### config.mk
export PLATFORM = sky130hd
export DESIGN_NAME = ps2_scan
export DESIGN_NICKNAME = d
export VERILOG_FILES = /design/src/rtl/ps2_scan.sv
export SDC_FILE = /design/constraint.sdc
export NUM_CORES = 1
export LEC_CHECK = 0
export BUFFER_PORTS_ARGS = -buffer_cell sky130_fd_sc_hd__buf_4
export CORE_MARGIN = 5
export CORE_UTILIZATION = 49
export CTS_CLUSTER_DIAMETER = 120
export DETAILED_ROUTE_END_ITERATION = 10
export PLACE_DENSITY = 0.73
export SETUP_SLACK_MARGIN = 0.3
export SYNTH_ARGS = -nofsm -noshare
export SYNTH_HDL_FRONTEND = slang
export SYNTH_SLANG_ARGS = --single-unit
export TNS_END_PERCENT = 5
### constraint.sdc
create_clock -name clk -period 2.45 [get_ports clk]
set_clock_uncertainty 0.15 [all_clocks]
set_input_delay 0.1225 -clock clk [delete_from_list [all_inputs] [get_ports clk]]
set_output_delay 0.1225 -clock clk [all_outputs]
set_load 0.05 [all_outputs]
### src/rtl/ps2_scan.sv
// PS/2 keyboard scan-code receiver. It synchronises the PS/2 bus, assembles 11-bit frames
// and tracks make/break state for the last key pressed.
module ps2_scan #(
    parameter int TIMEOUT_CYCLES = 50000
) (
    input  logic       clk,
    input  logic       rst_n,
    input  logic       ps2_clk_i,
    input  logic       ps2_data_i,
    output logic [7:0] ps2_byte_o,
    output logic       ps2_state_o,
    output logic       ps2_valid_o,
    output logic       ps2_err_o
);

    localparam int              TO_W       = $clog2(TIMEOUT_CYCLES + 1);
    localparam logic [TO_W-1:0] TO_ZERO    = {TO_W{1'b0}};
    localparam logic [TO_W-1:0] TO_ONE     = {{(TO_W-1){1'b0}}, 1'b1};
    localparam logic [TO_W-1:0] TO_LAST    = TO_W'(TIMEOUT_CYCLES - 1);
    localparam logic [3:0]      BIT_START  = 4'd0;
    localparam logic [3:0]      BIT_STOP   = 4'd10;
    localparam logic [7:0]      CODE_BREAK = 8'hF0;
    localparam logic [7:0]      CODE_EXT   = 8'hE0;

    // Data bits plus parity bit must contain an odd number of ones.
    function automatic logic odd_parity_ok(input logic [8:0] bits);
        return ^bits;
    endfunction

    logic            ps2_clk_meta_q, ps2_clk_sync_q, ps2_clk_dly_q;
    logic            ps2_data_meta_q, ps2_data_sync_q;
    logic [3:0]      bit_cnt_q, bit_cnt_d;
    logic [8:0]      shift_q, shift_d;
    logic [TO_W-1:0] to_cnt_q, to_cnt_d;
    logic [7:0]      byte_q, byte_d;
    logic            state_q, state_d;
    logic            brk_q, brk_d;
    logic            valid_q, valid_d;
    logic            err_q, err_d;
    logic            fall_s;
    logic            frame_ok_s;

    // Two-flop synchronisers plus a delayed clock copy for edge detection; idle bus is high.
    always_ff @(posedge clk or negedge rst_n) begin
        if (!rst_n) begin
            ps2_clk_meta_q  <= 1'b1;
            ps2_clk_sync_q  <= 1'b1;
            ps2_clk_dly_q   <= 1'b1;
            ps2_data_meta_q <= 1'b1;
            ps2_data_sync_q <= 1'b1;
        end else begin
            ps2_clk_meta_q  <= ps2_clk_i;
            ps2_clk_sync_q  <= ps2_clk_meta_q;
            ps2_clk_dly_q   <= ps2_clk_sync_q;
            ps2_data_meta_q <= ps2_data_i;
            ps2_data_sync_q <= ps2_data_meta_q;
        end
    end

    assign fall_s     = ps2_clk_dly_q & ~ps2_clk_sync_q;
    assign frame_ok_s = odd_parity_ok(shift_q) & ps2_data_sync_q;

    // Frame assembly, idle timeout and make/break decoding.
    always_comb begin
        bit_cnt_d = bit_cnt_q;
        shift_d   = shift_q;
        to_cnt_d  = to_cnt_q;
        byte_d    = byte_q;
        state_d   = state_q;
        brk_d     = brk_q;
        valid_d   = 1'b0;
        err_d     = 1'b0;

        if (fall_s) begin
            to_cnt_d = TO_ZERO;
            case (bit_cnt_q)
                BIT_START: begin
                    // A high start bit is treated as line noise and silently dropped.
                    if (!ps2_data_sync_q) begin
                        bit_cnt_d = 4'd1;
                    end else begin
                        bit_cnt_d = BIT_START;
                    end
                end
                4'd1, 4'd2, 4'd3, 4'd4, 4'd5, 4'd6, 4'd7, 4'd8, 4'd9: begin
                    shift_d   = {ps2_data_sync_q, shift_q[8:1]};
                    bit_cnt_d = bit_cnt_q + 4'd1;
                end
                BIT_STOP: begin
                    bit_cnt_d = BIT_START;
                    if (!frame_ok_s) begin
                        err_d = 1'b1;
                    end else if (shift_q[7:0] == CODE_EXT) begin
                        brk_d = brk_q;
                    end else if (shift_q[7:0] == CODE_BREAK) begin
                        brk_d = 1'b1;
                    end else if (brk_q) begin
                        brk_d   = 1'b0;
                        state_d = 1'b0;
                    end else begin
                        byte_d  = shift_q[7:0];
                        state_d = 1'b1;
                        valid_d = 1'b1;
                    end
                end
                default: begin
                    bit_cnt_d = BIT_START;
                end
            endcase
        end else if (bit_cnt_q != BIT_START) begin
            if (to_cnt_q == TO_LAST) begin
                bit_cnt_d = BIT_START;
                to_cnt_d  = TO_ZERO;
                err_d     = 1'b1;
            end else begin
                to_cnt_d = to_cnt_q + TO_ONE;
            end
        end else begin
            to_cnt_d = TO_ZERO;
        end
    end

    // Receiver state and registered outputs.
    always_ff @(posedge clk or negedge rst_n) begin
        if (!rst_n) begin
            bit_cnt_q <= 4'd0;
            shift_q   <= 9'd0;
            to_cnt_q  <= TO_ZERO;
            byte_q    <= 8'h00;
            state_q   <= 1'b0;
            brk_q     <= 1'b0;
            valid_q   <= 1'b0;
            err_q     <= 1'b0;
        end else begin
            bit_cnt_q <= bit_cnt_d;
            shift_q   <= shift_d;
            to_cnt_q  <= to_cnt_d;
            byte_q    <= byte_d;
            state_q   <= state_d;
            brk_q     <= brk_d;
            valid_q   <= valid_d;
            err_q     <= err_d;
        end
    end

    assign ps2_byte_o  = byte_q;
    assign ps2_state_o = state_q;
    assign ps2_valid_o = valid_q;
    assign ps2_err_o   = err_q;

endmodule

==> flow_metrics.env, run 1 <==
export IMPL_fin_crit_ns=2.47
export IMPL_top_layer="met4"
export IMPL_r2r_start="shift_q[7]"
export IMPL_drc=0
export IMPL_clkTransAtPathRegs_ns=0.09
export IMPL_rows=24
export IMPL_grt_overflow=0
export IMPL_area_growth_pct=18.9
export IMPL_ys_ff_latch=46
export IMPL_power_density_mw_per_mm2=929
export IMPL_synth_top_family_by_area="simple AND/OR/NAND/NOR gates"
export IMPL_port_buffers=14
export IMPL_wl_per_cell_um=13.7
export IMPL_cts_buffers=5
export IMPL_clock_path_buffers=2
export IMPL_slowest_stage="or4b_4"
export IMPL_cpPeakStageDelay_ns=0.50
export IMPL_dr_wl_met3_um=145
export IMPL_min_path_type="input port to asynchronous set/reset pin"
export IMPL_io_pins=15
export IMPL_grt_max_degree=47
export IMPL_layout_setup_ws_ns=-0.0216
export IMPL_cts_setup_buffers=0
export IMPL_syn_inst=185
export IMPL_drt_iter0_markers=55
export IMPL_first_global_vias=1478
export IMPL_drt_wl_total_um=3680
export IMPL_rsz0062_at_grt="true"
export IMPL_p_leak_nw=1.25
export IMPL_via_per_inst=5.33
export IMPL_ys_warn_count=0
export IMPL_synth_ff_type="dfrtp_1"
export IMPL_status="finished with violations"
export IMPL_die_height_um=76.5
export IMPL_clockRootBuffer="clkbuf_8"
export IMPL_cap_violations=0
export IMPL_tightestPinTransition_ns=0.563
export IMPL_ys_types=40
export IMPL_muxShareOfSynthArea=0.0865
export IMPL_diodes=0
export IMPL_setup_viol=8
export IMPL_async_flop_share=1.00
export IMPL_r2r_end="ps2_byte_o[7]"
export IMPL_drv_slew=0
export IMPL_ir_drop_mv=0.515
export IMPL_synth_compound_area_frac=0.0681
export IMPL_syn_area_mm2=0.00217
export IMPL_synth_simple_area_share=0.156
export IMPL_required_ns=2.49
export IMPL_cp_cell_sequence="ha_1 -> xnor3_1 -> xnor2_2 -> or4b_4 -> buf_6 -> mux2_4"
export IMPL_clock_sinks=46
export IMPL_die_area_mm2=0.00586
export IMPL_track_usage=0.137
export IMPL_critPathArrivalTime_ns=2.51
export IMPL_finalHoldViolations=0
export IMPL_worst_r2r_path_depth=6
export IMPL_globalplace_congestion=0.810
export IMPL_synth_xor_area_frac=0.0669
export IMPL_start_util=0.502
export IMPL_critPathLaunchType="flip-flop"
export IMPL_timing_final_crit_share=1.01
export IMPL_drive_above_1_share=0.263
export IMPL_final_area_mm2=0.00258
export IMPL_synth_fp_nets=199
export IMPL_r2r_slack_ns=-0.02
export IMPL_ant_nets=0
export IMPL_htreeDepth=2
export IMPL_dr_pass1_iters=4
export IMPL_yosysSeqAreaShare=0.533
export IMPL_synth_area_per_cell_um2=11.7
export IMPL_via_count=1434
export IMPL_grt_pass1_wl_um=6620
export IMPL_violations="setup timing"
export IMPL_path_class="flip-flop to flip-flop"
export IMPL_wl_met2_um=1800
export IMPL_design_core_area_mm2=0.00432
export IMPL_fin_nets=230
export IMPL_cts_tree="yes"
export IMPL_synth_edf_count=0
export IMPL_finalCoreUtilization=0.597
export IMPL_crit_fanout=9
export IMPL_clock_latency_ns=0.30
export IMPL_endpoint_kind="flip-flop"
export IMPL_antenna_found_initial=0
export IMPL_wl_met1_um=1690
export IMPL_max_slew_margin=0.625
export IMPL_fmax_mhz=405
export IMPL_die_width_um=76.5
export IMPL_postPlaceCellArea_mm2=0.00241
export IMPL_synthAdderAreaFrac=0.0577
export IMPL_place_hpwl_um=2550
-- synthesized netlist by cell type (2+ instances only) --
cell type / number / area [um2]
dfstp_2: 5 / 131
nand2_1: 8 / 30.0
o21ai_0: 8 / 40.0
inv_1: 11 / 41.3
xnor2_1: 3 / 26.3
or3_1: 2 / 12.5
ha_1: 10 / 125
dfrtp_1: 41 / 1030
xor2_1: 11 / 96.3
nor2_1: 18 / 67.6
a21oi_1: 2 / 10.0
nor3b_1: 2 / 15.0
and3_1: 2 / 12.5
mux2_2: 6 / 67.6
and4_1: 4 / 35.0
and2_1: 4 / 25.0
nand3_1: 8 / 40.0
nand4_1: 6 / 37.5
nor4bb_1: 2 / 20.0
clkbuf_1: 4 / 15.0
mux2_4: 8 / 120
o22ai_1: 2 / 12.5
-- logic make-up after synthesis --
logic type | Yosys count
adder cells (fa/ha/maj) | 10
buffers and inverters | 16
XOR/XNOR | 15
flip-flops | 46
multiplexers | 14
AND/OR/NAND/NOR | 62
AO/OA/AOI/OAI | 22
-- repair_timing --
item	4_1_cts	5_1_grt
hold buffers	3	0
hold endpoints to repair	43	0
gates resized for setup	5	1
setup endpoints to repair	10	11
pin swaps	2	2
-- how the worst max path moves through the flow --
stage	start	endpoint	slack, ns	depth (start not counted)
6_report	shift_q[7]	ps2_byte_o[7]	-0.02	6
5_1_grt	shift_q[6]	ps2_byte_o[7]	-0.1	6
4_1_cts	shift_q[4]	ps2_byte_o[7]	-0.06	7
3_5_place_dp	shift_q[7]	ps2_byte_o[7]	-0.07	6
3_3_place_gp	shift_q[6]	ps2_byte_o[7]	-0.02	6
2_1_floorplan	shift_q[6]	ps2_byte_o[0]	0.02	6
-- per-layer routing --
layer,vias up,global-route usage
met1,701,0.168
met4,0,0.0420
met5,-,0
met3,5,0.0473
met2,19,0.228
li1,709,-
-- critical path: cells and delay by family (launching register included) --
family	cells	cell delay, ns
xor+xnor	2	0.57
fa+ha+maj	1	0.27
buf+inv	1	0.17
flops	1	0.39
mux	1	0.30
simple gates	1	0.50
-- layout by cell type, fill, tap and decap left out, types with 5 or more instances in the layout --
cell type,instances
inv_1,11
nand3_1,8
o21ai_0,8
nor2_1,18
dfstp_2,5
nand2_1,8
xor2_1,11
mux2_4,9
dfrtp_1,41
buf_4,25
nand4_1,6
mux2_2,5
ha_1,10
clkbuf_8,5
-- metrics by stage --
step	power (mW)	hold slack, ns	instances	TNS [ns]	setup WS, ns
detailed placement	1.82	0.0116	258	-0.463	-0.0680
floorplan	1.51	-0.323	185	0	0.0202
finish	2.40	0.208	269	-0.136	-0.0216
CTS	2.43	0.210	269	-0.434	-0.0602
global placement	1.79	0.00430	258	-0.128	-0.0169
global route	2.58	0.211	269	-0.722	-0.0954
-- registers in the layout (all words and copies together), names as in the netlist --
signal           flops
to_cnt_q            16
shift_q              9
ps2_byte_o           8
bit_cnt_q            4
brk_q                1
ps2_clk_dly_q        1
ps2_clk_meta_q       1
ps2_clk_sync_q       1
ps2_data_meta_q      1
ps2_data_sync_q      1
ps2_err_o            1
ps2_state_o          1
ps2_valid_o          1
-- layout make-up --
type                       instances  area (um2)
fill                             370        1740
clock inverter                     3        40.0
clock buffer                       5        68.8
timing repair buffer              29         229
multi-input combinational        123         978
inverter                          11        41.3
sequential                        46        1160
tap                               52        65.1
-- report_power, final --
part / switching (mW) / internal [mW] / leakage, nW
combinational: 0.460 / 0.444 / 0.578
clock: 0.255 / 0.300 / 0.0579
sequential: 0.0768 / 0.862 / 0.612
Power figures use the tool's default switching activity.
==> run 2, diff against run 1 <==
REMOVE_ABC_BUFFERS = 1   (was default)
==> run 2 against run 1 <==
The flow now finishes without violations. Global-route usage grew 0.39 points. Via count decreased by 0.63%. Combinational power decreased by 4.6%. First-iteration DRC count grew 11%.
==> flow_metrics.env, run 2 (synthesized netlist as in run 1, its figures left out) <==
export IMPL_wl_per_cell_um=14.0
export IMPL_die_height_um=76.5
export IMPL_rsz0062_at_grt="true"
export IMPL_finalHoldViolations=0
export IMPL_grt_pass1_wl_um=6730
export IMPL_critPathLaunchType="flip-flop"
export IMPL_cts_buffers=5
export IMPL_endpoint_kind="flip-flop"
export IMPL_dr_pass1_iters=4
export IMPL_nFillCells=373
export IMPL_clock_latency_ns=0.30
export IMPL_setup_tns_ns=0
export IMPL_drc=0
export IMPL_cts_tree="yes"
export IMPL_timing_final_crit_share=1.00
export IMPL_path_class="flip-flop to flip-flop"
export IMPL_clkTransAtPathRegs_ns=0.09
export IMPL_rows=24
export IMPL_fin_nets=232
export IMPL_clock_sinks=46
export IMPL_die_width_um=76.5
export IMPL_diodes=0
export IMPL_fin_crit_ns=2.45
export IMPL_place_hpwl_um=2570
export IMPL_largest_register_ffs=16
export IMPL_p_leak_nw=1.25
export IMPL_max_slew_margin=0.618
export IMPL_area_growth_pct=19.7
export IMPL_htreeDepth=2
export IMPL_drv_slew=0
export IMPL_total_power_mw=2.38
export IMPL_fmax_mhz=408
export IMPL_via_per_inst=5.26
export IMPL_power_density_mw_per_mm2=915
export IMPL_crit_fanout=5
export IMPL_first_global_vias=1427
export IMPL_final_cell_mix="dfrtp_1 (41), buf_4 (26), nor2_1 (18)"
export IMPL_grt_use_met2=0.235
export IMPL_use_met3=0.0426
export IMPL_drt_iter0_markers=61
export IMPL_via_count=1425
export IMPL_grt_max_degree=47
export IMPL_top_usage_layer="met2"
export IMPL_track_usage=0.141
export IMPL_drive_above_1_share=0.269
export IMPL_drt_wl_total_um=3780
export IMPL_status="complete, no violations"
export IMPL_cap_violations=0
export IMPL_pre_cts_ws_ns=-0.0370
export IMPL_required_ns=2.49
export IMPL_finalCoreUtilization=0.600
export IMPL_critPathArrivalTime_ns=2.49
export IMPL_grt_overflow=0
export IMPL_port_buffers=14
export IMPL_io_pins=15
export IMPL_setup_viol=0
export IMPL_clock_path_buffers=2
export IMPL_min_path_type="input port to asynchronous set/reset pin"
export IMPL_whs_ns=0.200
export IMPL_layout_setup_ws_ns=0.000291
export IMPL_grtUsageMet1=0.174
export IMPL_ant_nets=0
export IMPL_start_util=0.502
export IMPL_antenna_found_initial=0
export IMPL_globalplace_congestion=0.791
export IMPL_final_common_cell="dfrtp_1"
export IMPL_die_area_mm2=0.00586
export IMPL_design_core_area_mm2=0.00432
export IMPL_clockRootBuffer="clkbuf_8"
export IMPL_ir_drop_mv=0.576
export IMPL_tightestPinTransition_ns=0.573
export IMPL_largest_register="to_cnt_q"
run 2: final cells by class:
class                           count  area, um2  area share
Sequential cell                    46       1160       0.446
Timing Repair Buffer               31        248      0.0954
Inverter                           11       41.3      0.0159
Clock buffer                        5       68.8      0.0265
Multi-Input combinational cell    123        971       0.374
Clock inverter                      3       45.0      0.0173
Tap cell                           52       65.1      0.0251
run 2: worst paths after layout:
kind                                         to  slack, ns  depth (start not counted)            start
worst max-delay path              ps2_byte_o[1]     0.0003                          7       shift_q[4]
worst min-delay path                 shift_q[0]       0.20                          2            rst_n
worst max register to register    ps2_byte_o[1]     0.0003                          7       shift_q[4]
worst min register to register  ps2_data_sync_q       0.21                          0  ps2_data_meta_q
max in group asynchronous          to_cnt_q[11]       1.55                          2            rst_n
min in group clk                ps2_data_sync_q       0.21                          0  ps2_data_meta_q
run 2: metrics by stage:
| stage | area (um2) | instances |
|---|---|---|
| 2_1_floorplan | 2140 | 180 |
| 3_5_place_dp | 2380 | 255 |
| 6_report | 2600 | 271 |
| 5_1_grt | 2600 | 271 |
| 3_3_place_gp | 2380 | 255 |
| 4_1_cts | 2570 | 269 |
run 2: where the power goes:
part	switching [mW]	total, mW	internal, mW
combinational	0.432	0.862	0.430
sequential	0.0873	0.949	0.862
clock	0.262	0.565	0.303
run 2: metal layers:
| layer | share of wire | vias to the layer above |
|---|---|---|
| met1 | 0.45 | 687 |
| met3 | 0.035 | 7 |
| met2 | 0.50 | 22 |
| met4 | 0.016 | 0 |
| li1 | - | 709 |
| met5 | 0 | - |
run 2: what timing repair did:
action | 4_1_cts | 5_1_grt
hold buffers | 3 | 0
setup buffers | 2 | 2
pin swaps | 5 | 1
gates resized for setup | 7 | 2
hold endpoints to repair | 43 | 0
endpoints found under the setup margin | 11 | 11
gates cloned | 1 | 0
run 2: worst max-delay path, stage by stage, from the launching register on:
cell	delay, ns
dfrtp_1	0.35
inv_1	0.05
ha_1	0.31
xnor3_1	0.35
xnor2_1	0.15
or4b_4	0.52
buf_6	0.16
mux2_4	0.29
==> run 3, diff against run 2 <==
PLACE_DENSITY = 0.71   (was 0.73)
SKIP_CTS_REPAIR_TIMING = 1   (was default)
clock period = 2.4 ns   (was 2.45 ns; I/O delays follow)
==> run 3 against run 2 <==
The flow now finishes with violations (setup timing). Via count grew 4.1%. Combinational power grew 2%. Worst setup slack lost 0.065 ns. Wire length grew 2.9%. Fmax shrank 0.60%. Non-clock buffer count is the same.
==> flow_metrics.env, run 3 (synthesized netlist as in run 1, its figures left out) <==
export IMPL_status="finished with violations"
export IMPL_violations="setup timing"
export IMPL_antenna_found_initial=0
export IMPL_rows=24
export IMPL_design_core_area_mm2=0.00432
export IMPL_ant_nets=0
export IMPL_fin_nets=232
export IMPL_worst_r2r_path_depth=6
export IMPL_tightestPinTransition_ns=0.548
export IMPL_die_width_um=76.5
export IMPL_timing_final_crit_share=1.03
export IMPL_cap_violations=0
export IMPL_largest_register="to_cnt_q"
export IMPL_dpl_cell_count=258
export IMPL_globalplace_congestion=0.806
export IMPL_r2r_start="shift_q[7]"
export IMPL_cts_buffers=5
export IMPL_crit_fanout=4
export IMPL_place_hpwl_um=2770
export IMPL_endpoint_kind="flip-flop"
export IMPL_power_density_mw_per_mm2=889
export IMPL_track_usage=0.138
export IMPL_wl_per_cell_um=14.4
export IMPL_via_count=1483
export IMPL_fmax_mhz=406
export IMPL_critPathArrivalTime_ns=2.50
export IMPL_whs_ns=0.202
export IMPL_r2r_slack_ns=-0.06
export IMPL_r2r_end="ps2_byte_o[0]"
export IMPL_use_met3=0.0284
export IMPL_grt_max_degree=47
export IMPL_clkTransAtPathRegs_ns=0.08
export IMPL_drt_iter0_markers=76
export IMPL_grt_overflow=0
export IMPL_die_area_mm2=0.00586
export IMPL_dr_pass1_iters=4
export IMPL_start_util=0.502
export IMPL_die_height_um=76.5
export IMPL_htreeDepth=2
export IMPL_cpPeakStageDelay_ns=0.53
export IMPL_top_usage_layer="met2"
export IMPL_final_cell_mix="dfrtp_1 (41), buf_4 (26), nor2_1 (18)"
export IMPL_drv_slew=0
export IMPL_p_leak_nw=1.24
export IMPL_drive_above_1_share=0.275
export IMPL_grtUsageMet1=0.171
export IMPL_setup_viol=8
export IMPL_diodes=0
export IMPL_largest_register_ffs=16
export IMPL_setup_tns_ns=-0.413
export IMPL_area_growth_pct=18.9
export IMPL_layout_setup_ws_ns=-0.0645
export IMPL_path_class="flip-flop to flip-flop"
export IMPL_rsz0062_at_grt="true"
export IMPL_nFillCells=359
export IMPL_final_common_cell="dfrtp_1"
export IMPL_slowest_stage="or4b_4"
export IMPL_port_buffers=14
export IMPL_min_path_type="input port to asynchronous set/reset pin"
export IMPL_critPathLaunchType="flip-flop"
export IMPL_fin_crit_ns=2.46
export IMPL_via_per_inst=5.49
export IMPL_max_slew_margin=0.635
export IMPL_first_global_vias=1492
export IMPL_clock_latency_ns=0.30
export IMPL_drc=0
export IMPL_ir_drop_mv=0.470
export IMPL_instances_no_fill=270
export IMPL_required_ns=2.44
export IMPL_cp_cell_sequence="ha_1 -> xnor3_1 -> xnor2_1 -> or4b_4 -> clkbuf_16 -> mux2_4"
export IMPL_finalHoldViolations=0
export IMPL_grt_use_met2=0.225
export IMPL_clock_sinks=46
export IMPL_io_pins=15
export IMPL_clock_path_buffers=2
export IMPL_drt_wl_total_um=3890
export IMPL_clockRootBuffer="clkbuf_8"
export IMPL_cts_tree="yes"
export IMPL_grt_pass1_wl_um=6650
## run 3: cell count changes in the layout (fill, tap and decap cells not counted), moves of 2 or more
| cell | previous run | this run |
|---|---|---|
| clkinvlp_4 | 2 | 0 |
| ha_1 | 10 | 8 |
| clkbuf_1 | 0 | 2 |
| nor3b_2 | 0 | 2 |
| nor3b_1 | 2 | 0 |
| buf_6 | 2 | 0 |
## run 3: how the worst max path moves through the flow
stage / startpoint / end / slack (ns) / depth (start not counted)
floorplan: shift_q[4] / ps2_byte_o[0] / -0.21 / 6
detailed placement: shift_q[7] / ps2_byte_o[6] / -0.13 / 6
CTS: shift_q[7] / ps2_byte_o[6] / -0.14 / 6
finish: shift_q[7] / ps2_byte_o[0] / -0.06 / 6
global placement: shift_q[4] / ps2_byte_o[6] / -0.08 / 7
global route: shift_q[7] / ps2_byte_o[5] / -0.13 / 6
## run 3: cell type report
type,count,area [um2],area share
Sequential cell,46,1160,0.449
Inverter,11,41.3,0.0160
Multi-Input combinational cell,123,975,0.378
Tap cell,52,65.1,0.0252
Clock buffer,7,76.3,0.0296
Timing Repair Buffer,31,265,0.103
## run 3: layer usage
metal / share of wire / vias to the layer above
met4: 0.021 / 0
met5: 0 / -
met1: 0.43 / 735
li1: - / 709
met2: 0.50 / 32
met3: 0.044 / 7
## run 3: metrics by stage
stage / util / total power, mW / area (um2) / setup slack [ns]
floorplan: - / 1.49 / 2140 / -0.212
global placement: 0.556 / 1.77 / 2400 / -0.0800
detailed placement: 0.556 / 1.84 / 2400 / -0.130
CTS: 0.573 / 2.28 / 2480 / -0.141
global route: 0.597 / 2.47 / 2580 / -0.127
finish: 0.597 / 2.29 / 2580 / -0.0645
## run 3: critical path, delay by kind of cell, from the launching register on
kind          cells  cell delay [ns]
simple gates      1             0.53
buf+inv           1             0.18
flops             1             0.39
mux               1             0.28
fa+ha+maj         1             0.27
xor+xnor          2             0.54
## run 3: power breakdown
group	total (mW)	switching, mW	internal (mW)
logic	0.875	0.434	0.441
registers	0.976	0.0959	0.880
clock network	0.443	0.243	0.201
total	2.29	0.773	1.52
